===== src/rtl/collision_sched_if.sv =====
// Signal bundle between a frame/obstacle source (master) and collision_sched (slave).
interface collision_sched_if #(
    parameter int NUM_OBST    = 4,
    parameter int VWIDTH      = 12,
    parameter int LWIDTH      = 2,
    parameter int COUNT_WIDTH = 32,
    parameter int START_LIVES = 3
);
    localparam int SLOT_W = $clog2(NUM_OBST);
    localparam int LIFE_W = $clog2(START_LIVES + 1);

    logic                     frame_tick;
    logic                     restart;
    logic [LWIDTH-1:0]        player_lane;
    logic signed [VWIDTH-1:0] player_voffset;
    logic [NUM_OBST-1:0]      obst_valid;
    logic [LWIDTH-1:0]        obst_lane    [NUM_OBST];
    logic signed [VWIDTH-1:0] obst_voffset [NUM_OBST];

    logic                     busy;
    logic                     sweep_done;
    logic                     hit_pulse;
    logic [SLOT_W-1:0]        hit_slot;
    logic [COUNT_WIDTH-1:0]   hit_count;
    logic [LIFE_W-1:0]        lives;
    logic                     game_over;

    modport master (
        output frame_tick, restart, player_lane, player_voffset,
               obst_valid, obst_lane, obst_voffset,
        input  busy, sweep_done, hit_pulse, hit_slot, hit_count, lives, game_over
    );

    modport slave (
        input  frame_tick, restart, player_lane, player_voffset,
               obst_valid, obst_lane, obst_voffset,
        output busy, sweep_done, hit_pulse, hit_slot, hit_count, lives, game_over
    );
endinterface


===== src/rtl/collision_sched.sv =====
// Per-frame obstacle collision sweep with hit counting and lives; one slot per cycle.
// Optional post-hit immunity window is enabled by defining COLLISION_INVULN_EN.
//
// state | meaning
// IDLE  | waiting for frame_tick
// SCAN  | evaluating slot idx through the shared comparator
// DONE  | one-cycle sweep_done, then IDLE or OVER
// OVER  | no lives left; only restart leaves
module collision_sched #(
    parameter int NUM_OBST      = 4,
    parameter int VWIDTH        = 12,
    parameter int LWIDTH        = 2,
    parameter int COUNT_WIDTH   = 32,
    parameter int HIT_WINDOW    = 5,
    parameter int START_LIVES   = 3,
    parameter int INVULN_FRAMES = 60
) (
    input logic               clk,
    input logic               rst_n,
    collision_sched_if.slave  bus
);
    localparam int SLOT_W = $clog2(NUM_OBST);
    localparam int LIFE_W = $clog2(START_LIVES + 1);
    localparam int DW     = VWIDTH + 1;

    if (NUM_OBST < 2 || START_LIVES < 1 || INVULN_FRAMES < 1) begin : g_param_check
        $error("collision_sched: NUM_OBST>=2, START_LIVES>=1, INVULN_FRAMES>=1 required");
    end

    typedef enum logic [1:0] {
        S_IDLE,
        S_SCAN,
        S_DONE,
        S_OVER
    } state_t;

    state_t state, state_nxt;

    logic [SLOT_W-1:0]        idx;
    logic [LWIDTH-1:0]        snap_lane;
    logic signed [VWIDTH-1:0] snap_voffset;
    logic [NUM_OBST-1:0]      hit_flag;
    logic                     hit_pulse_q;
    logic [SLOT_W-1:0]        hit_slot_q;
    logic [COUNT_WIDTH-1:0]   hit_count_q;
    logic [LIFE_W-1:0]        lives_q;

    logic signed [DW-1:0]     ext_obst;
    logic signed [DW-1:0]     ext_player;
    logic signed [DW-1:0]     delta;
    logic [DW-1:0]            delta_mag;
    logic                     overlap;
    logic                     counted;
    logic                     last_slot;
    logic                     invuln_active;

    // One comparator shared by all slots; sign-extended so the difference never wraps.
    always_comb begin
        ext_obst   = {bus.obst_voffset[idx][VWIDTH-1], bus.obst_voffset[idx]};
        ext_player = {snap_voffset[VWIDTH-1], snap_voffset};
        delta      = ext_obst - ext_player;
        delta_mag  = delta[DW-1] ? $unsigned(-delta) : $unsigned(delta);
        overlap    = bus.obst_valid[idx]
                     && (bus.obst_lane[idx] == snap_lane)
                     && (delta_mag <= DW'(HIT_WINDOW));
        last_slot  = (idx == SLOT_W'(NUM_OBST - 1));
        counted    = (state == S_SCAN) && overlap && !hit_flag[idx]
                     && (lives_q != '0) && !invuln_active;
    end

`ifdef COLLISION_INVULN_EN
    localparam int INV_W = $clog2(INVULN_FRAMES + 1);
    logic [INV_W-1:0] invuln_cnt;

    always_ff @(posedge clk or negedge rst_n) begin
        if (!rst_n) begin
            invuln_cnt <= '0;
        end else if (bus.restart) begin
            invuln_cnt <= '0;
        end else if (counted) begin
            invuln_cnt <= INV_W'(INVULN_FRAMES);
        end else if (bus.frame_tick && (invuln_cnt != '0)) begin
            invuln_cnt <= invuln_cnt - 1'b1;
        end
    end

    assign invuln_active = (invuln_cnt != '0);
`else
    assign invuln_active = 1'b0;
`endif

    always_ff @(posedge clk or negedge rst_n) begin
        if (!rst_n) begin
            state <= S_IDLE;
        end else begin
            state <= state_nxt;
        end
    end

    always_comb begin
        state_nxt      = state;
        bus.busy       = 1'b0;
        bus.sweep_done = 1'b0;
        bus.game_over  = 1'b0;
        case (state)
            S_IDLE: begin
                if (bus.frame_tick) begin
                    state_nxt = S_SCAN;
                end
            end
            S_SCAN: begin
                bus.busy = 1'b1;
                if (last_slot) begin
                    state_nxt = S_DONE;
                end
            end
            S_DONE: begin
                bus.sweep_done = 1'b1;
                state_nxt      = (lives_q == '0) ? S_OVER : S_IDLE;
            end
            S_OVER: begin
                bus.game_over = 1'b1;
            end
            default: state_nxt = S_IDLE;
        endcase
        if (bus.restart) begin
            state_nxt = S_IDLE;
        end
    end

    always_ff @(posedge clk or negedge rst_n) begin
        if (!rst_n) begin
            idx          <= '0;
            snap_lane    <= '0;
            snap_voffset <= '0;
            hit_flag     <= '0;
            hit_pulse_q  <= 1'b0;
            hit_slot_q   <= '0;
            hit_count_q  <= '0;
            lives_q      <= LIFE_W'(START_LIVES);
        end else begin
            hit_pulse_q <= 1'b0;
            if (bus.restart) begin
                idx         <= '0;
                hit_flag    <= '0;
                hit_count_q <= '0;
                lives_q     <= LIFE_W'(START_LIVES);
            end else begin
                if ((state == S_IDLE) && bus.frame_tick) begin
                    snap_lane    <= bus.player_lane;
                    snap_voffset <= bus.player_voffset;
                    idx          <= '0;
                end
                if (state == S_SCAN) begin
                    idx           <= last_slot ? '0 : idx + 1'b1;
                    // Flag tracks continuous overlap so one obstacle counts once per pass.
                    hit_flag[idx] <= overlap;
                    if (counted) begin
                        hit_pulse_q <= 1'b1;
                        hit_slot_q  <= idx;
                        lives_q     <= lives_q - 1'b1;
                        if (hit_count_q != '1) begin
                            hit_count_q <= hit_count_q + 1'b1;
                        end
                    end
                end
            end
        end
    end

    assign bus.hit_pulse = hit_pulse_q;
    assign bus.hit_slot  = hit_slot_q;
    assign bus.hit_count = hit_count_q;
    assign bus.lives     = lives_q;
endmodule


===== src/flat_wrapper.sv =====
// flat-port wrapper written by rule: the top's interface ports become plain ports
module collision_sched_flat 
#(
    parameter int NUM_OBST      = 4,
    parameter int VWIDTH        = 12,
    parameter int LWIDTH        = 2,
    parameter int COUNT_WIDTH   = 32,
    parameter int HIT_WINDOW    = 5,
    parameter int START_LIVES   = 3,
    parameter int INVULN_FRAMES = 60
)
  (clk, rst_n, bus_frame_tick, bus_restart, bus_player_lane, bus_player_voffset, bus_obst_valid, bus_obst_lane, bus_obst_voffset, bus_busy, bus_sweep_done, bus_hit_pulse, bus_hit_slot, bus_hit_count, bus_lives, bus_game_over);
  collision_sched_if #(.NUM_OBST(NUM_OBST), .VWIDTH(VWIDTH), .LWIDTH(LWIDTH), .COUNT_WIDTH(COUNT_WIDTH), .START_LIVES(START_LIVES)) bus_i ();
  input logic clk;
  input logic rst_n;
  input wire logic [$bits(bus_i.frame_tick)-1:0] bus_frame_tick;
  input wire logic [$bits(bus_i.restart)-1:0] bus_restart;
  input wire logic [$bits(bus_i.player_lane)-1:0] bus_player_lane;
  input wire logic [$bits(bus_i.player_voffset)-1:0] bus_player_voffset;
  input wire logic [$bits(bus_i.obst_valid)-1:0] bus_obst_valid;
  input wire logic [$bits(bus_i.obst_lane)-1:0] bus_obst_lane;
  input wire logic [$bits(bus_i.obst_voffset)-1:0] bus_obst_voffset;
  output wire logic [$bits(bus_i.busy)-1:0] bus_busy;
  output wire logic [$bits(bus_i.sweep_done)-1:0] bus_sweep_done;
  output wire logic [$bits(bus_i.hit_pulse)-1:0] bus_hit_pulse;
  output wire logic [$bits(bus_i.hit_slot)-1:0] bus_hit_slot;
  output wire logic [$bits(bus_i.hit_count)-1:0] bus_hit_count;
  output wire logic [$bits(bus_i.lives)-1:0] bus_lives;
  output wire logic [$bits(bus_i.game_over)-1:0] bus_game_over;
  assign bus_i.frame_tick = bus_frame_tick;
  assign bus_i.restart = bus_restart;
  assign bus_i.player_lane = bus_player_lane;
  assign bus_i.player_voffset = bus_player_voffset;
  assign bus_i.obst_valid = bus_obst_valid;
  assign bus_i.obst_lane = {>>{bus_obst_lane}};
  assign bus_i.obst_voffset = {>>{bus_obst_voffset}};
  assign bus_busy = bus_i.busy;
  assign bus_sweep_done = bus_i.sweep_done;
  assign bus_hit_pulse = bus_i.hit_pulse;
  assign bus_hit_slot = bus_i.hit_slot;
  assign bus_hit_count = bus_i.hit_count;
  assign bus_lives = bus_i.lives;
  assign bus_game_over = bus_i.game_over;
  collision_sched #(.NUM_OBST(NUM_OBST), .VWIDTH(VWIDTH), .LWIDTH(LWIDTH), .COUNT_WIDTH(COUNT_WIDTH), .HIT_WINDOW(HIT_WINDOW), .START_LIVES(START_LIVES), .INVULN_FRAMES(INVULN_FRAMES)) u_core (.clk(clk), .rst_n(rst_n), .bus(bus_i));
endmodule

===== config.mk =====
export PLATFORM = sky130hd
export DESIGN_NAME = collision_sched_flat
export DESIGN_NICKNAME = d
export VERILOG_FILES = /design/src/rtl/collision_sched_if.sv /design/src/rtl/collision_sched.sv /design/src/flat_wrapper.sv
export SDC_FILE = /design/constraint.sdc
export NUM_CORES = 1
export LEC_CHECK = 0
export CORE_UTILIZATION = 25
export DETAILED_ROUTE_END_ITERATION = 10
export PLACE_DENSITY = 0.45
export RECOVER_POWER = 100
export REMOVE_ABC_BUFFERS = 1
export SKIP_CTS_REPAIR_TIMING = 1
export SLEW_MARGIN = 40
export SYNTH_ARGS = -nofsm -noshare
export SYNTH_HDL_FRONTEND = slang
export SYNTH_SLANG_ARGS = --single-unit

===== constraint.sdc =====
create_clock -name clk -period 9.5 [get_ports clk]
set_clock_uncertainty 0.05 [all_clocks]
set_input_delay 1.9 -clock clk [delete_from_list [all_inputs] [get_ports clk]]
set_output_delay 1.9 -clock clk [all_outputs]
set_load 0.05 [all_outputs]

# Word-level counts from Yosys, hierarchy flattened
# Cells that the tools add are included.
[word_totals]
out_inout_bits = 40
word_cells = 87
input_bits = 78
reg_bits = 59
[classes]
order_cmp = 4
reduce_logical = 21
addsub = 5
mux = 38
n_eq_ne = 8
bitwise_logic = 2
[op_table]
columns = ["op", "n"]
rows = [
  ["two-way mux 32 bit", 4],
  ["adder 32 x 1 -> 32 bit, second input constant", 1],
  ["!= test 32 bit, second input constant", 1],
  ["two-way mux 2 bit", 13],
  ["binary-select mux 12 bit (select 2 bit)", 1],
  ["two-way mux 12 bit", 2],
  ["less-or-equal comparator 13 x 3 -> 1 bit, second input constant", 1],
  ["two-way mux 13 bit", 1],
  ["negator 13 bit", 1],
  ["subtractor 12 x 12 -> 13 bit", 1],
  ["two-way mux 1 bit", 9],
  ["AND reduction 3 bit", 3],
  ["two-way mux 4 bit", 2],
  ["nonzero test 2 bit", 4],
  ["logical AND 1 bit", 7],
  ["equality test 2 bit, second input constant", 3],
  ["one-hot mux 2 bit (3 select lines)", 1],
  ["binary-select mux 1 bit (select 2 bit)", 2],
  ["binary-select mux 2 bit (select 2 bit)", 1],
  ["bitwise mux 4 bit", 1],
  ["zero test 2 bit", 2],
  ["AND reduction 2 bit", 2],
  ["nonzero test 4 bit", 1],
  [">= comparator 3 bit, second input constant", 1],
  ["13 further kinds", 13],
]

# Depth between registers and ports, before layout
[logic_depth]
depth_word = 15
mapped_depth = 18
ltp_nobuf = 15

# Worst setup path before layout
# No wires, ideal clock.
[synth_path]
path_kind = "input to register"
start = "input port bus_obst_voffset[0]"
end = "register u_core.hit_count_q[11], in the netlist u_core.bus.hit_count[11]"
setup_slack_ps = 3911
n_path_buf = 1
t_required_ps = 9325
setup_ps = 125
arrival_time_ps = 5415
stages = 15
cell_sequence = "mux4_2 inv_1 ha_1 inv_1 fa_1 xor2_2 or3_1 mux2i_1 nand2_1 a2111o_1 a21oi_2 nand4_1 buf_2 nor3_1 mux2_2"
[synth_via]
elab_chain_cells = 13
[synth_rtl]
columns = ["item", "line", "text"]
rows = [
  ["start, declared", "flat_wrapper.sv:22", "input wire logic [$bits(bus_i.obst_voffset)-1:0] bus_obst_voffset;"],
  ["binary-select mux 12 bit (select 2 bit) (*)", "collision_sched.sv:59", "ext_obst = {bus.obst_voffset[idx][VWIDTH-1], bus.obst_voffset[idx]};"],
  ["two-way mux 12 bit (not written as such) (*) (2 in series)", "collision_sched.sv:59", ""],
  ["subtractor 12 x 12 -> 13 bit (*)", "collision_sched.sv:61", "delta = ext_obst - ext_player;"],
  ["negator 13 bit", "collision_sched.sv:62", "delta_mag = delta[DW-1] ? $unsigned(-delta) : $unsigned(delta);"],
  ["two-way mux 13 bit (*)", "collision_sched.sv:62", ""],
  ["less-or-equal comparator 13 x 3 -> 1 bit (*)", "collision_sched.sv:65", "&& (delta_mag <= DW'(HIT_WINDOW));"],
  ["logical AND 1 bit (*)", "collision_sched.sv:65", ""],
  ["logical AND 1 bit (*) (2 in series)", "collision_sched.sv:67", "counted = (state == S_SCAN) && overlap && !hit_flag[idx]"],
  ["logical AND 1 bit (*)", "collision_sched.sv:68", "&& (lives_q != '0) && !invuln_active;"],
  ["nonzero test 2 bit (no line) (*)", "--", ""],
  ["AND reduction 3 bit (no line) (*)", "--", ""],
  ["end signal, assigned", "collision_sched.sv:163", "hit_count_q <= hit_count_q + 1'b1;"],
  ["end, declared", "collision_sched.sv:45", "logic [COUNT_WIDTH-1:0] hit_count_q;"],
]
# Every way passes the cells marked *; elsewhere a longest branch is shown, timed or not. The select of a mux whose other input is x is not followed.
# A chain may end at the register's enable or synchronous reset.

# Worst setup path after layout
[layout_path]
start = "input port bus_obst_voffset[3]"
end = "register u_core.hit_slot_q[0], in the netlist u_core.bus.hit_slot[0]"
[layout_via]
elab_chain_cells = 12
[layout_rtl]
columns = ["item", "line", "text"]
rows = [
  ["binary-select mux 12 bit (select 2 bit) (*)", "collision_sched.sv:59", ""],
  ["two-way mux 12 bit (not written as such) (*) (2 in series)", "collision_sched.sv:59", ""],
  ["subtractor 12 x 12 -> 13 bit (*)", "collision_sched.sv:61", ""],
  ["negator 13 bit", "collision_sched.sv:62", ""],
  ["two-way mux 13 bit (*)", "collision_sched.sv:62", ""],
  ["less-or-equal comparator 13 x 3 -> 1 bit (*)", "collision_sched.sv:65", ""],
  ["logical AND 1 bit (*)", "collision_sched.sv:65", ""],
  ["logical AND 1 bit (*) (2 in series)", "collision_sched.sv:67", ""],
  ["logical AND 1 bit (*)", "collision_sched.sv:68", ""],
  ["AND reduction 3 bit (no line) (*)", "--", ""],
  ["end signal, assigned", "collision_sched.sv:160", "hit_slot_q <= idx;"],
  ["end, declared", "collision_sched.sv:44", "logic [SLOT_W-1:0] hit_slot_q;"],
]
# Marks and branches as above.

==> metrics.yaml <==
sta:
  hold_violations: 0
  drv_slew: 165
  setup_viol: 0
  tightest_slew_ns: 3.43
  rsz0062_at_grt: "no"
  fmax_mhz: 145
  tns_ns: 0
  fin_crit_sh: 0.725
  maxSlewHeadroom: -1.29
  min_period_ns: 6.89
routing:
  wl_met3_um: 696
  drcViolationCount: 24
  wire_per_inst_um: 15.5
  routed-via-count: 4327
  wl_mm: 13.3
  via_per_inst: 5.07
  routed.top_layer: "met4"
  met1_length_mm: 6.01
  postRouteAntennaNets: 0
  first_pass_iters: 7
  drt_iter0_markers: 209
  route.met2.wl_mm: 6.50
clock_tree:
  numCtsBuffers: 9
  htree_levels: 3
  cts-root-buf: "clkbuf_16"
  clk_pin_slew_ns: 0.05
  cts_sinks: 59
  cts_buffer_depth: 2
  cts_tree: "done"
  worst_skew_pair.late_latency_ns: 0.33
power_and_ir_drop:
  ir_drop_mv: 0.112
  powerDensity_nw_per_um2: 263
  p_leak_nw: 2.59
finish:
  final_cell_mix: "clkdlybuf4s50_1, dfrtp_1, nor2_1"
  syn_to_final_growth_pct: 34.9
  fin_nets: 723
  final_common_cell: "clkdlybuf4s50_1"
  num-fill-cells: 1830
  instances_no_fill: 854
  diodes: 0
  drive_gt1_frac: 0.120
synthesis:
  synth_flop_cell: "dfrtp_1"
  synth_edf_count: 0
  synth_area_leaders: "dfrtp_1, mux2_2, mux4_2, ha_1, nor2_1"
  synth_top_cell_area_share: 0.307
  ys_ff_latch: 59
  ys_seq_area_frac: 0.318
  ys_warn_count: 0
  synth_cell_type_count: 64
  syn_avg_cell_area_um2: 9.06
  synthArstFlopShare: 1.00
  synth_top_area_cell: "dfrtp_1"
  synth_cells: 513
  syn_area_um2: 4650
place:
  dp_cells: 839
  place_hpwl_mm: 9.54
  port_buffers: 117
  routabilityCongestion: 0.776
status:
  outcome: "finished with violations"
  failed_checks: "DRC, capacitance limit, slew limit"
global_route:
  overflow: 0
  grt_pass1_vias: 4304
  grt_pass1_wl_mm: 22.0
  grt_max_degree: 65
  antenna_found_initial: 0
  track_usage: 0.143
setup_path:
  critPathCaptureType: "register"
  crit_family: "buffers and inverters"
  crit_slowest_cell: "clkbuf_1"
  start_kind: "input pin"
  critPathRequiredTime_ns: 9.66
  cpMostUsedCell: "nand3_1"
  worstPathMaxFanout: 39
  slowest_delay_ns: 1.12
  path_class: "in2reg"
  crit_arrival_ns: 7.05
  path_buf_inv: 2
  crit_chain: "dlygate4sd3_1 -> mux4_2 -> ha_1 -> nand3_1 -> a211oi_1 -> nor3_1 -> or3_1 -> a221oi_1 -> a31oi_1 -> nand3_1 -> clkbuf_1 -> nor4_1 -> mux2_2"
floorplanning:
  die_x_um: 138
  die_y_um: 138
  dieArea_um2: 19100
  io_pins: 118
  initial_utilization: 0.257
  core.rowCount: 49
  core_region_area_um2: 18100
flow_run:
  cap_violations: 3
min_path:
  hold_path.class: "reg2reg"
cells by family (layout without fill, tap and decap cells):
| group | count (synthesis) | in the layout | share of synthesized area |
|---|---|---|---|
| simple gates | 215 | 215 | 0.248 |
| mux | 52 | 52 | 0.160 |
| flops | 59 | 59 | 0.318 |
| compound gates | 100 | 100 | 0.144 |
| buf+inv | 57 | 169 | 0.0501 |
| fa+ha+maj | 24 | 24 | 0.0662 |
| xor+xnor | 6 | 6 | 0.0129 |
sequential cells by signal (all words and copies together), names as in the netlist:
name,cells
u_core.idx,2
u_core.bus.hit_slot,2
u_core.snap_lane,2
u_core.bus.hit_pulse,1
u_core.hit_flag,4
u_core.bus.lives,2
u_core.snap_voffset,12
u_core.state,2
u_core.bus.hit_count,32
power breakdown:
group	total [mW]	internal [mW]	switching (mW)
sequential	0.317	0.287	0.0297
clock	0.314	0.196	0.118
combinational	1.02	0.407	0.611
total	1.65	0.890	0.759
Yosys cell counts, types with 2 or more instances:
cell type,instances
mux2_2,30
a31oi_1,2
o2111ai_1,2
o31ai_1,8
a21oi_1,31
nand2b_1,6
ha_1,23
or2_1,2
nor2_1,45
o21bai_1,3
o21ai_0,17
dfrtp_1,57
o21a_1,3
nand2_1,30
inv_1,29
mux4_2,15
nor3b_1,3
and3_1,8
clkbuf_1,18
a221oi_1,2
nand4_1,20
nand3_1,21
nor2b_1,21
o211ai_1,4
or3_1,17
xnor2_1,5
nand3b_1,2
buf_2,6
or2_2,4
a21o_1,4
o211a_1,2
or4_1,7
o22ai_1,2
dfstp_2,2
a21oi_2,3
mux2i_1,7
nor3_1,20
o31a_1,5
a211o_1,2
area by class of cell:
| cell class | instances | area, µm² | share of cell area |
|---|---|---|---|
| Clock inverter | 2 | 10.0 | 0.00160 |
| Clock buffer | 13 | 270 | 0.0431 |
| Timing Repair Buffer | 124 | 1200 | 0.192 |
| Multi-Input combinational cell | 397 | 2910 | 0.464 |
| Tap cell | 229 | 287 | 0.0457 |
| Inverter | 30 | 113 | 0.0180 |
| Sequential cell | 59 | 1480 | 0.236 |
worst paths after layout:
| path | from | end | slack (ns) | cells after the start |
|---|---|---|---|---|
| min reg2reg | u_core.snap_voffset[11] | u_core.snap_voffset[11] | 0.46 | 1 |
| max | bus_obst_voffset[3] | u_core.bus.hit_slot[0] | 2.61 | 13 |
| min in group asynchronous | rst_n | u_core.bus.hit_count[23] | 2.77 | 2 |
| min | u_core.snap_voffset[11] | u_core.snap_voffset[11] | 0.46 | 1 |
| max in group asynchronous | rst_n | u_core.idx[1] | 4.68 | 2 |
| max reg2reg | u_core.idx[0] | u_core.bus.hit_slot[0] | 3.81 | 15 |
per-layer routing:
metal,vias up,global-route usage
met5,-,0
met4,0,0.0296
met3,6,0.0367
met2,103,0.245
met1,2099,0.182
li1,2119,-
through the flow:
step	setup WS (ns)	util	total power, mW	instance area (µm²)	hold slack (ns)
CTS	3.03	0.349	1.69	6310	0.455
global placement	2.79	0.333	1.35	6030	0.441
global route	2.15	0.347	1.80	6270	0.474
finish	2.61	0.347	1.65	6270	0.456
detailed placement	2.67	0.333	1.36	6030	0.442
floorplan	3.45	-	1.08	4530	0.429
No activity file was read; power rests on OpenSTA's default activity.
